File: config.mk
export PLATFORM = sky130hd
export DESIGN_NAME = ones_comp_seq_muldiv
export DESIGN_NICKNAME = d
export VERILOG_FILES = /design/src/rtl/ones_comp_pkg.sv /design/src/rtl/ones_comp_split.sv /design/src/rtl/ones_comp_seq_muldiv.sv
export SDC_FILE = /design/constraint.sdc
export NUM_CORES = 1
export LEC_CHECK = 0
export CORE_MARGIN = 2
export CORE_UTILIZATION = 50
export CTS_BUF_LIST = sky130_fd_sc_hd__clkbuf_4 sky130_fd_sc_hd__clkbuf_8
export DETAILED_ROUTE_END_ITERATION = 6
export GPL_TIMING_DRIVEN = 0
export PLACE_DENSITY = 0.8
export RECOVER_POWER = 25
export SLEW_MARGIN = 20
export SYNTH_ARGS = -nofsm -noshare
export SYNTH_HDL_FRONTEND = slang
export SYNTH_SLANG_ARGS = --single-unit
File: constraint.sdc
create_clock -name clk -period 3.35 [get_ports clk]
set_input_delay 0.67 -clock clk [delete_from_list [all_inputs] [get_ports clk]]
set_output_delay 0.67 -clock clk [all_outputs]
set_load 0.03 [all_outputs]
File: src/rtl/ones_comp_pkg.sv
// +----------------------------------------------------------------------------
// | Module   : ones_comp_pkg
// | Brief    : Shared types and one's-complement sign/magnitude helpers.
// | Revision : 1.0  initial release
// +----------------------------------------------------------------------------
`default_nettype none

package ones_comp_pkg;

    localparam int NUM_BIT = 15;

    typedef enum logic [1:0] {
        IDLE = 2'd0,
        CALC = 2'd1,
        FIX  = 2'd2,
        DONE = 2'd3
    } muldiv_state_t;

    typedef enum logic {
        OP_MULT = 1'b0,
        OP_DIV  = 1'b1
    } muldiv_op_t;

    // Helpers work on a 32-bit container; only the low 'width' bits are meaningful.
    function automatic logic [31:0] oc_to_mag(input logic [31:0] word, input int width);
        logic [31:0] mask;
        mask = (32'd1 << (width - 1)) - 32'd1;
        return (word[width-1] ? ~word : word) & mask;
    endfunction

    function automatic logic [31:0] mag_to_oc(input logic sign, input logic [31:0] mag,
                                              input int width);
        logic [31:0] mask;
        logic [31:0] res;
        mask = (32'd1 << (width - 1)) - 32'd1;
        res  = (sign ? ~mag : mag) & mask;
        if (sign) begin
            res = res | (32'd1 << (width - 1));
        end
        return res;
    endfunction

endpackage

`default_nettype wire

File: src/rtl/ones_comp_split.sv
// +----------------------------------------------------------------------------
// | Module   : ones_comp_split
// | Brief    : Combinational one's-complement word to {sign, magnitude}.
// | Revision : 1.0  initial release
// +----------------------------------------------------------------------------
`default_nettype none

module ones_comp_split
    import ones_comp_pkg::*;
#(
    parameter int WIDTH = NUM_BIT
) (
    input  logic [WIDTH-1:0] word,
    output logic             sign,
    output logic [WIDTH-2:0] mag
);

    assign sign = word[WIDTH-1];
    assign mag  = (WIDTH-1)'(oc_to_mag(32'(word), WIDTH));

endmodule

`default_nettype wire

File: src/rtl/ones_comp_seq_muldiv.sv
// +----------------------------------------------------------------------------
// | Module   : ones_comp_seq_muldiv
// | Brief    : Iterative one's-complement multiply / restoring divide, start/done.
// |            Optional divide-overflow detection: define ONES_COMP_MULDIV_OVF_EN.
// | Revision : 1.0  initial release
// +----------------------------------------------------------------------------
`default_nettype none

module ones_comp_seq_muldiv
    import ones_comp_pkg::*;
#(
    parameter int WIDTH = NUM_BIT
) (
    input  logic             clk,
    input  logic             rst_n,
    input  logic             start,
    input  logic             op,
    input  logic [WIDTH-1:0] x_hi,
    input  logic [WIDTH-1:0] x_lo,
    input  logic [WIDTH-1:0] y,
    output logic             busy,
    output logic             done,
    output logic [WIDTH-1:0] res_hi,
    output logic [WIDTH-1:0] res_lo,
    output logic             ovf
);

    localparam int                 c_mag_w     = WIDTH - 1;
    localparam int                 c_cnt_w     = $clog2(WIDTH);
    localparam logic [c_cnt_w-1:0] c_last_iter = c_cnt_w'(WIDTH - 2);
    localparam logic [c_mag_w-1:0] c_mag_max   = '1;

    muldiv_state_t      r_state;
    muldiv_state_t      w_next;
    muldiv_op_t         r_op;
    muldiv_op_t         w_op;
    logic [c_cnt_w-1:0] r_cnt;
    // acc: product high half / partial remainder; shf: multiplier+product low / dividend+quotient
    logic [c_mag_w-1:0] r_acc;
    logic [c_mag_w-1:0] r_shf;
    logic [c_mag_w-1:0] r_opb;
    logic               r_sq;
    logic               r_sr;
    logic [WIDTH-1:0]   r_res_hi;
    logic [WIDTH-1:0]   r_res_lo;

    logic               w_xh_sign;
    logic               w_xl_sign;
    logic               w_y_sign;
    logic [c_mag_w-1:0] w_xh_mag;
    logic [c_mag_w-1:0] w_xl_mag;
    logic [c_mag_w-1:0] w_y_mag;
    logic               w_div_sign;
    logic               w_accept;
    logic               w_ovf_chk;
    logic               w_ovf_hit;
    logic [c_mag_w-1:0] w_addend;
    logic [c_mag_w:0]   w_sum;
    logic [c_mag_w:0]   w_trial;
    logic [c_mag_w:0]   w_sub;
    logic               w_no_borrow;

    ones_comp_split #(.WIDTH(WIDTH)) u_split_xh (.word(x_hi), .sign(w_xh_sign), .mag(w_xh_mag));
    ones_comp_split #(.WIDTH(WIDTH)) u_split_xl (.word(x_lo), .sign(w_xl_sign), .mag(w_xl_mag));
    ones_comp_split #(.WIDTH(WIDTH)) u_split_y  (.word(y),    .sign(w_y_sign),  .mag(w_y_mag));

    assign w_op       = muldiv_op_t'(op);
    assign w_accept   = (r_state == IDLE) && start;
    // A zero high word (either polarity) carries no sign, so the low word decides.
    assign w_div_sign = (w_xh_mag == '0) ? w_xl_sign : w_xh_sign;

`ifdef ONES_COMP_MULDIV_OVF_EN
    logic r_ovf;

    assign w_ovf_chk = (w_op == OP_DIV) && (w_xh_mag >= w_y_mag);
    assign w_ovf_hit = r_ovf;
    assign ovf       = r_ovf;

    always_ff @(posedge clk or negedge rst_n) begin
        if (!rst_n) begin
            r_ovf <= 1'b0;
        end else if (w_accept) begin
            r_ovf <= w_ovf_chk;
        end
    end
`else
    assign w_ovf_chk = 1'b0;
    assign w_ovf_hit = 1'b0;
    assign ovf       = 1'b0;
`endif

    assign w_addend    = r_shf[0] ? r_opb : '0;
    assign w_sum       = {1'b0, r_acc} + {1'b0, w_addend};
    assign w_trial     = {r_acc, r_shf[c_mag_w-1]};
    assign w_no_borrow = (w_trial >= {1'b0, r_opb});
    assign w_sub       = w_trial - {1'b0, r_opb};

    always_ff @(posedge clk or negedge rst_n) begin
        if (!rst_n) begin
            r_state <= IDLE;
        end else begin
            r_state <= w_next;
        end
    end

    always_comb begin
        w_next = r_state;
        case (r_state)
            IDLE: begin
                if (start) begin
                    w_next = w_ovf_chk ? FIX : CALC;
                end
            end
            CALC: begin
                if (r_cnt == c_last_iter) begin
                    w_next = FIX;
                end
            end
            FIX:     w_next = DONE;
            DONE:    w_next = IDLE;
            default: w_next = IDLE;
        endcase
    end

    always_comb begin
        busy = 1'b0;
        done = 1'b0;
        case (r_state)
            CALC, FIX: busy = 1'b1;
            DONE:      done = 1'b1;
            default:   ;
        endcase
    end

    always_ff @(posedge clk or negedge rst_n) begin
        if (!rst_n) begin
            r_op     <= OP_MULT;
            r_cnt    <= '0;
            r_acc    <= '0;
            r_shf    <= '0;
            r_opb    <= '0;
            r_sq     <= 1'b0;
            r_sr     <= 1'b0;
            r_res_hi <= '0;
            r_res_lo <= '0;
        end else if (w_accept) begin
            r_op  <= w_op;
            r_cnt <= '0;
            if (w_op == OP_DIV) begin
                r_acc <= w_xh_mag;
                r_shf <= w_xl_mag;
                r_opb <= w_y_mag;
                r_sq  <= w_div_sign ^ w_y_sign;
                // On overflow the low result word echoes x_lo, so keep its own sign.
                r_sr  <= w_ovf_chk ? w_xl_sign : w_div_sign;
            end else begin
                r_acc <= '0;
                r_shf <= w_y_mag;
                r_opb <= w_xl_mag;
                r_sq  <= w_xl_sign ^ w_y_sign;
                r_sr  <= w_xl_sign ^ w_y_sign;
            end
        end else if (r_state == CALC) begin
            r_cnt <= r_cnt + c_cnt_w'(1);
            if (r_op == OP_MULT) begin
                r_acc <= w_sum[c_mag_w:1];
                r_shf <= {w_sum[0], r_shf[c_mag_w-1:1]};
            end else begin
                r_acc <= c_mag_w'(w_no_borrow ? w_sub : w_trial);
                r_shf <= {r_shf[c_mag_w-2:0], w_no_borrow};
            end
        end else if (r_state == FIX) begin
            if (w_ovf_hit) begin
                r_res_hi <= WIDTH'(mag_to_oc(r_sq, 32'(c_mag_max), WIDTH));
                r_res_lo <= WIDTH'(mag_to_oc(r_sr, 32'(r_shf), WIDTH));
            end else if (r_op == OP_MULT) begin
                r_res_hi <= WIDTH'(mag_to_oc(r_sq, 32'(r_acc), WIDTH));
                r_res_lo <= WIDTH'(mag_to_oc(r_sr, 32'(r_shf), WIDTH));
            end else begin
                r_res_hi <= WIDTH'(mag_to_oc(r_sq, 32'(r_shf), WIDTH));
                r_res_lo <= WIDTH'(mag_to_oc(r_sr, 32'(r_acc), WIDTH));
            end
        end
    end

    assign res_hi = r_res_hi;
    assign res_lo = r_res_lo;

endmodule

`default_nettype wire

==> summary by stage, run 1 <==
Die
The total number of placement rows is 42. The starting utilization of the core area is 0.507. In this run the horizontal extent of the chip is 119 um. Pin placement for this block handled 82 I/O pins. From bottom edge to top edge, the die measures 119 um.

The floorplan step defined a die boundary enclosing 14200 um2. The placeable core region is 13100 um2.

Yosys
Counting flops with a built-in enable in the synthesized netlist gives 0. The sequential element share of the synthesized area is 0.305. For this run, asynchronously set or reset flops after synthesis account for 1.00. During synthesis, Yosys emitted a total of 0 warnings.

Yosys mapped the design onto 69 distinct sky130hd cell types. Of the post-synthesis cell area, the dominant cell type holds 0.305. The synthesized area per cell is 8.55 um2.

The number of instances in the synthesized netlist is 778. The number of nets produced by synthesis is 865. After synthesis the netlist holds a flip-flop and latch count of 81. By area the synthesized netlist is led by sky130_fd_sc_hd__dfrtp_1 (30%), sky130_fd_sc_hd__xnor2_1 (7.0%), sky130_fd_sc_hd__ha_1 (6.8%). The most instantiated library cell after synthesis is sky130_fd_sc_hd__dfrtp_1. The commonest cells after synthesis are sky130_fd_sc_hd__dfrtp_1 (81), sky130_fd_sc_hd__a21oi_1 (75), sky130_fd_sc_hd__nand2_1 (59), sky130_fd_sc_hd__o21ai_0 (58), sky130_fd_sc_hd__nor2_1 (55). The area of the mapped netlist is 6660 um2. The library cell occupying the most area in the post-synthesis netlist is sky130_fd_sc_hd__dfrtp_1. The most used flip-flop cell after synthesis is sky130_fd_sc_hd__dfrtp_1.

Clocking
TritonCTS created 9 clock buffers. The CTS clock-pin slew for the worst setup and hold paths is 80 ps. The count of hold buffers inserted by post-cts repair is 0. No sink is reached through more buffers than the 2 on the longest clock path. TritonCTS built the clock tree. The clock root buffer is sky130_fd_sc_hd__clkbuf_8. Clock latency on the worst-skew pair, taken at its later pin, is 360 ps.

The number of levels the H-tree was split into is 3. The count of clock tree sinks is 81.

Global route
For this run the aggregate overflow at the end of global routing stands at 0. The global-route usage over all layers is 0.288. Entering global routing, the biggest net connects 43 pins.

The number of global-route vias before repair came to 6031. The number of antenna violations at the first check in global routing is 0. The first-pass GRT wire length is 32200 um.

Timing
The final hold violation count is 0. The clock period minus worst slack is 3190 ps. On the final layout, the worst clock skew is 5.51 ps. The post-route fraction of the period consumed by the critical path is 0.952. The maximum frequency from static timing analysis is 0.313 GHz.

Setup repair after global routing could not meet its margin everywhere. The total of endpoints with negative setup slack in the final report is 0. The relative slew slack is -0.465. The tightest hold path in the finished design has a slack of 508 ps. The count of pins over their slew limit is 40. The worst path setup slack after routing is 159 ps. The slew at the pin closest to its max-slew limit is 2200 ps.

Run
Max-cap violations in this run came to 1.

Drt
The wire length after detailed routing is 20000 um. The via density per instance is 6.09. The detail route stage leaves a number of antenna-violating nets equal to 0.

The residual DRC count is 0. In this run, the number of DRC markers left after iteration 0 of detailed routing was 734. The number of detailed-route iterations in the first pass is 5. The number of vias in the routed layout is 6378. Dividing the detail-routed wire length by the instance count gives 19.1 um.

Setup path
The peak fanout along the critical path is 10. For the worst setup path, the data arrival time is 3460 ps. The type of the setup path with the least slack is register to register. STA puts the critical path data required time at 3620 ps. STA classifies the critical path endpoint as a register. The critical path launch point type is a register.

Cells and area
The diode insertion count for antenna repair is 0. With fillers left out, the area of the finished cells amounts to 7920 um2. Summing all flip-flop and latch instances after layout gives 2030 um2. In the final design database the tool counted 954 nets. The synthesis-to-finish area growth is 19.0%. The layout has 1193 filler cells. The proportion of layout cells with a drive suffix above 1 is 0.0791. The final instance count without filler cells is 1048. In the final layout, the multi-input gates occupy 4330 um2.

Placed design
The routability congestion estimate is 1.02. Input and output buffers added on the ports amount to 77. Summed over all nets, the half-perimeter wirelength after detailed placement is 15800 um. At the placement stage, the worst setup path has a slack of -198 ps. Summing all placed instances gives a cell area of 7660 um2. The number of cells after detailed placement is 1032.

Status
The run finished, with violations left. The final reports fail on capacitance limit, slew limit.

Power and ir drop
The overall power of the completed layout is 9.44 mW. Summed over all cells, the static leakage comes to 3.22 nW. The worst vdd rail ir drop is 0.000398 V.

Power spread over the standard cell area amounts to 1190 nW/um2.

Worst hold path
The path class of the tightest hold or removal check is register to register.
[report_power, final]
part	switching, mW	internal [mW]
Combinational	3.74	2.75
Clock	0.374	0.466
Sequential	0.621	1.48
[placed cells by master, fill, tap and decap left out, drive strengths merged, types with 6 or more instances in the layout]
| cell | n |
|---|---|
| nor2 | 56 |
| o31ai | 6 |
| o211ai | 21 |
| mux2 | 32 |
| clkbuf | 44 |
| xor2 | 34 |
| o21ai | 60 |
| and2 | 14 |
| mux2i | 24 |
| nand3 | 9 |
| nor3 | 15 |
| buf | 16 |
| nor2b | 18 |
| clkdlybuf4s50 | 76 |
| dfrtp | 81 |
| a21oi | 75 |
| inv | 37 |
| xnor2 | 53 |
| nand4 | 7 |
| nand2 | 59 |
| o21a | 8 |
| ha | 36 |
[worst paths after layout]
check	start	to	slack, ps	cells after the start
worst min register to register	res_hi[5]$_DFFE_PN0P_	res_hi[5]$_DFFE_PN0P_	510	1
worst max register to register	r_shf[0]$_DFFE_PN0P_	r_acc[13]$_DFFE_PN0P_	160	12
worst max-delay path	r_shf[0]$_DFFE_PN0P_	r_acc[13]$_DFFE_PN0P_	160	12
min in group asynchronous	rst_n	res_lo[12]$_DFFE_PN0P_	950	1
max in group asynchronous	rst_n	r_sq$_DFFE_PN0P_	1140	1
worst min-delay path	res_hi[5]$_DFFE_PN0P_	res_hi[5]$_DFFE_PN0P_	510	1
[metrics by stage]
stage | TNS, ps | utilization
floorplan | 0 | -
global placement | -99480 | 0.582
detailed placement | -603 | 0.583
CTS | 0 | 0.602
global route | -42.0 | 0.603
finish | 0 | 0.603
[repair_timing]
item                                    CTS  global route
gates resized for setup                   3             7
endpoints found under the setup margin    4             4
setup buffers                             0             0
[worst max-delay path, stage by stage (launching register included)]
cell                        delay (ps)
sky130_fd_sc_hd__dfrtp_2           520
sky130_fd_sc_hd__buf_4             230
sky130_fd_sc_hd__and2_1            140
sky130_fd_sc_hd__ha_1              240
sky130_fd_sc_hd__inv_1              90
sky130_fd_sc_hd__fa_1              420
sky130_fd_sc_hd__nor2b_2           160
sky130_fd_sc_hd__o31ai_2           110
sky130_fd_sc_hd__a211o_1           320
sky130_fd_sc_hd__a21oi_2           210
sky130_fd_sc_hd__a2111oi_0         150
sky130_fd_sc_hd__o31a_1            330
sky130_fd_sc_hd__a41oi_1           170
[registers in the layout (all words and copies together) (netlist names)]
signal	cells
res_hi	15
r_opb	14
r_acc	14
r_state	2
r_op	1
r_sq	1
r_sr	1
r_shf	14
r_cnt	4
res_lo	15
[metal layers]
metal,routed length [um],global-route usage
met1,8640,0.409
met2,8490,0.433
met3,1960,0.0541
met4,946,0.113
met5,0,0
[area by class of cell]
| cell class | instances | share of cell area |
|---|---|---|
| Clock buffer | 11 | 0.0191 |
| Multi-Input combinational cell | 615 | 0.546 |
| Clock inverter | 5 | 0.0107 |
| Buffer | 47 | 0.0242 |
| Sequential cell | 81 | 0.256 |
| Timing Repair Buffer | 78 | 0.0991 |
| Tap cell | 176 | 0.0278 |
| Inverter | 35 | 0.0166 |
[kinds of logic after synthesis]
logic type | Yosys count | synth area share
AND/OR/NAND/NOR | 198 | 0.145
other | 1 | 0.000563
adder cells (fa/ha/maj) | 38 | 0.0737
buffers and inverters | 82 | 0.0479
XOR/XNOR | 87 | 0.114
AO/OA/AOI/OAI | 235 | 0.224
multiplexers | 56 | 0.0902
flip-flops | 81 | 0.305
Note: power is estimated with default switching activity, not from simulation.
==> run 2: changes to the inputs <==
--- a/config.mk
+++ b/config.mk
@@ -5,6 +5,7 @@
 export SDC_FILE = /design/constraint.sdc
 export NUM_CORES = 1
 export LEC_CHECK = 0
+export CAP_MARGIN = 15
 export CORE_MARGIN = 2
 export CORE_UTILIZATION = 50
 export CTS_BUF_LIST = sky130_fd_sc_hd__clkbuf_4 sky130_fd_sc_hd__clkbuf_8
==> results of run 2 <==
No change in the layout: final DEF, timing and power equal those of run 1.
==> RTL edit, RTL diff (flow settings as in run 1) <==
Set the package constant `NUM_BIT` to 30 (it was 15).
--- a/src/rtl/ones_comp_pkg.sv
+++ b/src/rtl/ones_comp_pkg.sv
@@ -9,3 +9,3 @@
 
-    localparam int NUM_BIT = 15;
+    localparam int NUM_BIT = 30;
 
Ports: changed (5 resized); port bits go from 82 to 157. The function was not compared with the original's and may differ.
==> RTL edit against run 1 <==
  * Largest power group unchanged
  * Sequential cell count increased by 76
  * First-iteration DRC count increased by 87%
  * Area after synthesis increased by 100%
  * Critical path depth is 4 higher
  * Count of clock-buffer cells in the layout is 6 higher
  * Sequential power increased by 93%
  * Hold slack better by 0.0023 ns
  * Routed wire length rose by 130%
  * Critical path type unchanged
  * Die area is 97% higher
  * Worst setup slack got worse by 0.13 ns
  * Highest routed layer unchanged
  * Sequential share of layout area decreased by 1.5 points
  * The run ends with DRC, capacitance limit, slew limit left
  * Cell area grew 110%
  * Total power is 120% higher
==> RTL edit: results (changes against run 1) <==
qor: status.run_status complete, but fails checks
qor: critical_path.reg2regPathDepth 16 [+4]
qor: clock_tree.post-cts-setup-buffer-count 16 [+16]
qor: power_and_ir_drop.power_frac_clock 7.4% [-1.5 points]
qor: grt.grt_pass1_vias 13008 [+120%]
qor: power_and_ir_drop.vdd.ir_drop.worst 0.614 mV [+54%]
qor: power_and_ir_drop.cellInternalPower 0.0101 W [+110%]
qor: sta.slew_violations 69 [+73%]
qor: grt.grt_usage 33.0% [+4.2 points]
qor: detailed_routing.viasPerCell 6.31 [+3.7%]
qor: logic_synthesis.synth_cell_type_count 70 [+1.4%]
qor: logic_synthesis.syn_nets 1767 [+100%]
qor: detailed_routing.drc_errors 7 [+7]
qor: critical_path.timing.critical_path.arrival 3.70 ns [+0.24 ns]
qor: power_and_ir_drop.power.sequential.fraction 19.5% [-2.8 points]
qor: status.violations DRC, capacitance limit, slew limit
qor: logic_synthesis.muxShareOfSynthArea 8.29% [-0.73 points]
qor: sta.postLayoutSetupSlackWorst 0.0306 ns [-0.129 ns]
qor: hold_path.hold-path-endpoint r_opb[6]$_DFFE_PN0P_
qor: sta.layout_worst_path_cycle_share 99.1% [+3.8 points]
qor: critical_path.critical_path_peak_fanout 4 [-6]
qor: logic_synthesis.synth-seq-area-share 29.5% [-1.0 points]
qor: critical_path.crit_path_to r_acc[26]$_DFFE_PN0P_
qor: cells_and_area.n_fill_cell 2295 [+92%]
qor: detailed_routing.drt-pass1-iter-count 7 [+2]
qor: placement.detailedPlace.worstSlack -0.514 ns [-0.316 ns]
qor: job.number_of_maximum_capacitance_constraint_violations 1 [unchanged]
==> RTL edit: cell type report <==
cell class / instances / area (um^2) / area share, %
Multi-Input combinational cell: 1281 / 9070 / 55.4
Sequential cell: 157 / 3940 / 24.1
Buffer: 107 / 482 / 2.95
Clock buffer: 17 / 234 / 1.43
Antenna cell: 1 / 2.50 / 0.0153
Inverter: 48 / 183 / 1.12
Clock inverter: 14 / 170 / 1.04
Tap cell: 335 / 419 / 2.56
Timing Repair Buffer: 187 / 1860 / 11.4
==> RTL edit: through the flow <==
step	cell area (um^2)	std cells	setup TNS (ns)	utilization (%)
detailed placement	15300	2095	-9.26	58.6
CTS	16000	2140	0	61.4
global route	16400	2147	-0.224	62.6
global placement	15300	2094	-774.10	58.5
finish	16400	2147	0	62.6
floorplan	13300	1606	0	-
==> RTL edit: metal layers <==
metal	share of wire (%)	routed length (um)	global-route usage, %
met5	0	0	0
met4	5.2	2460	15.0
met3	9.0	4210	6.45
met2	45	21200	52.8
met1	40	19000	43.3
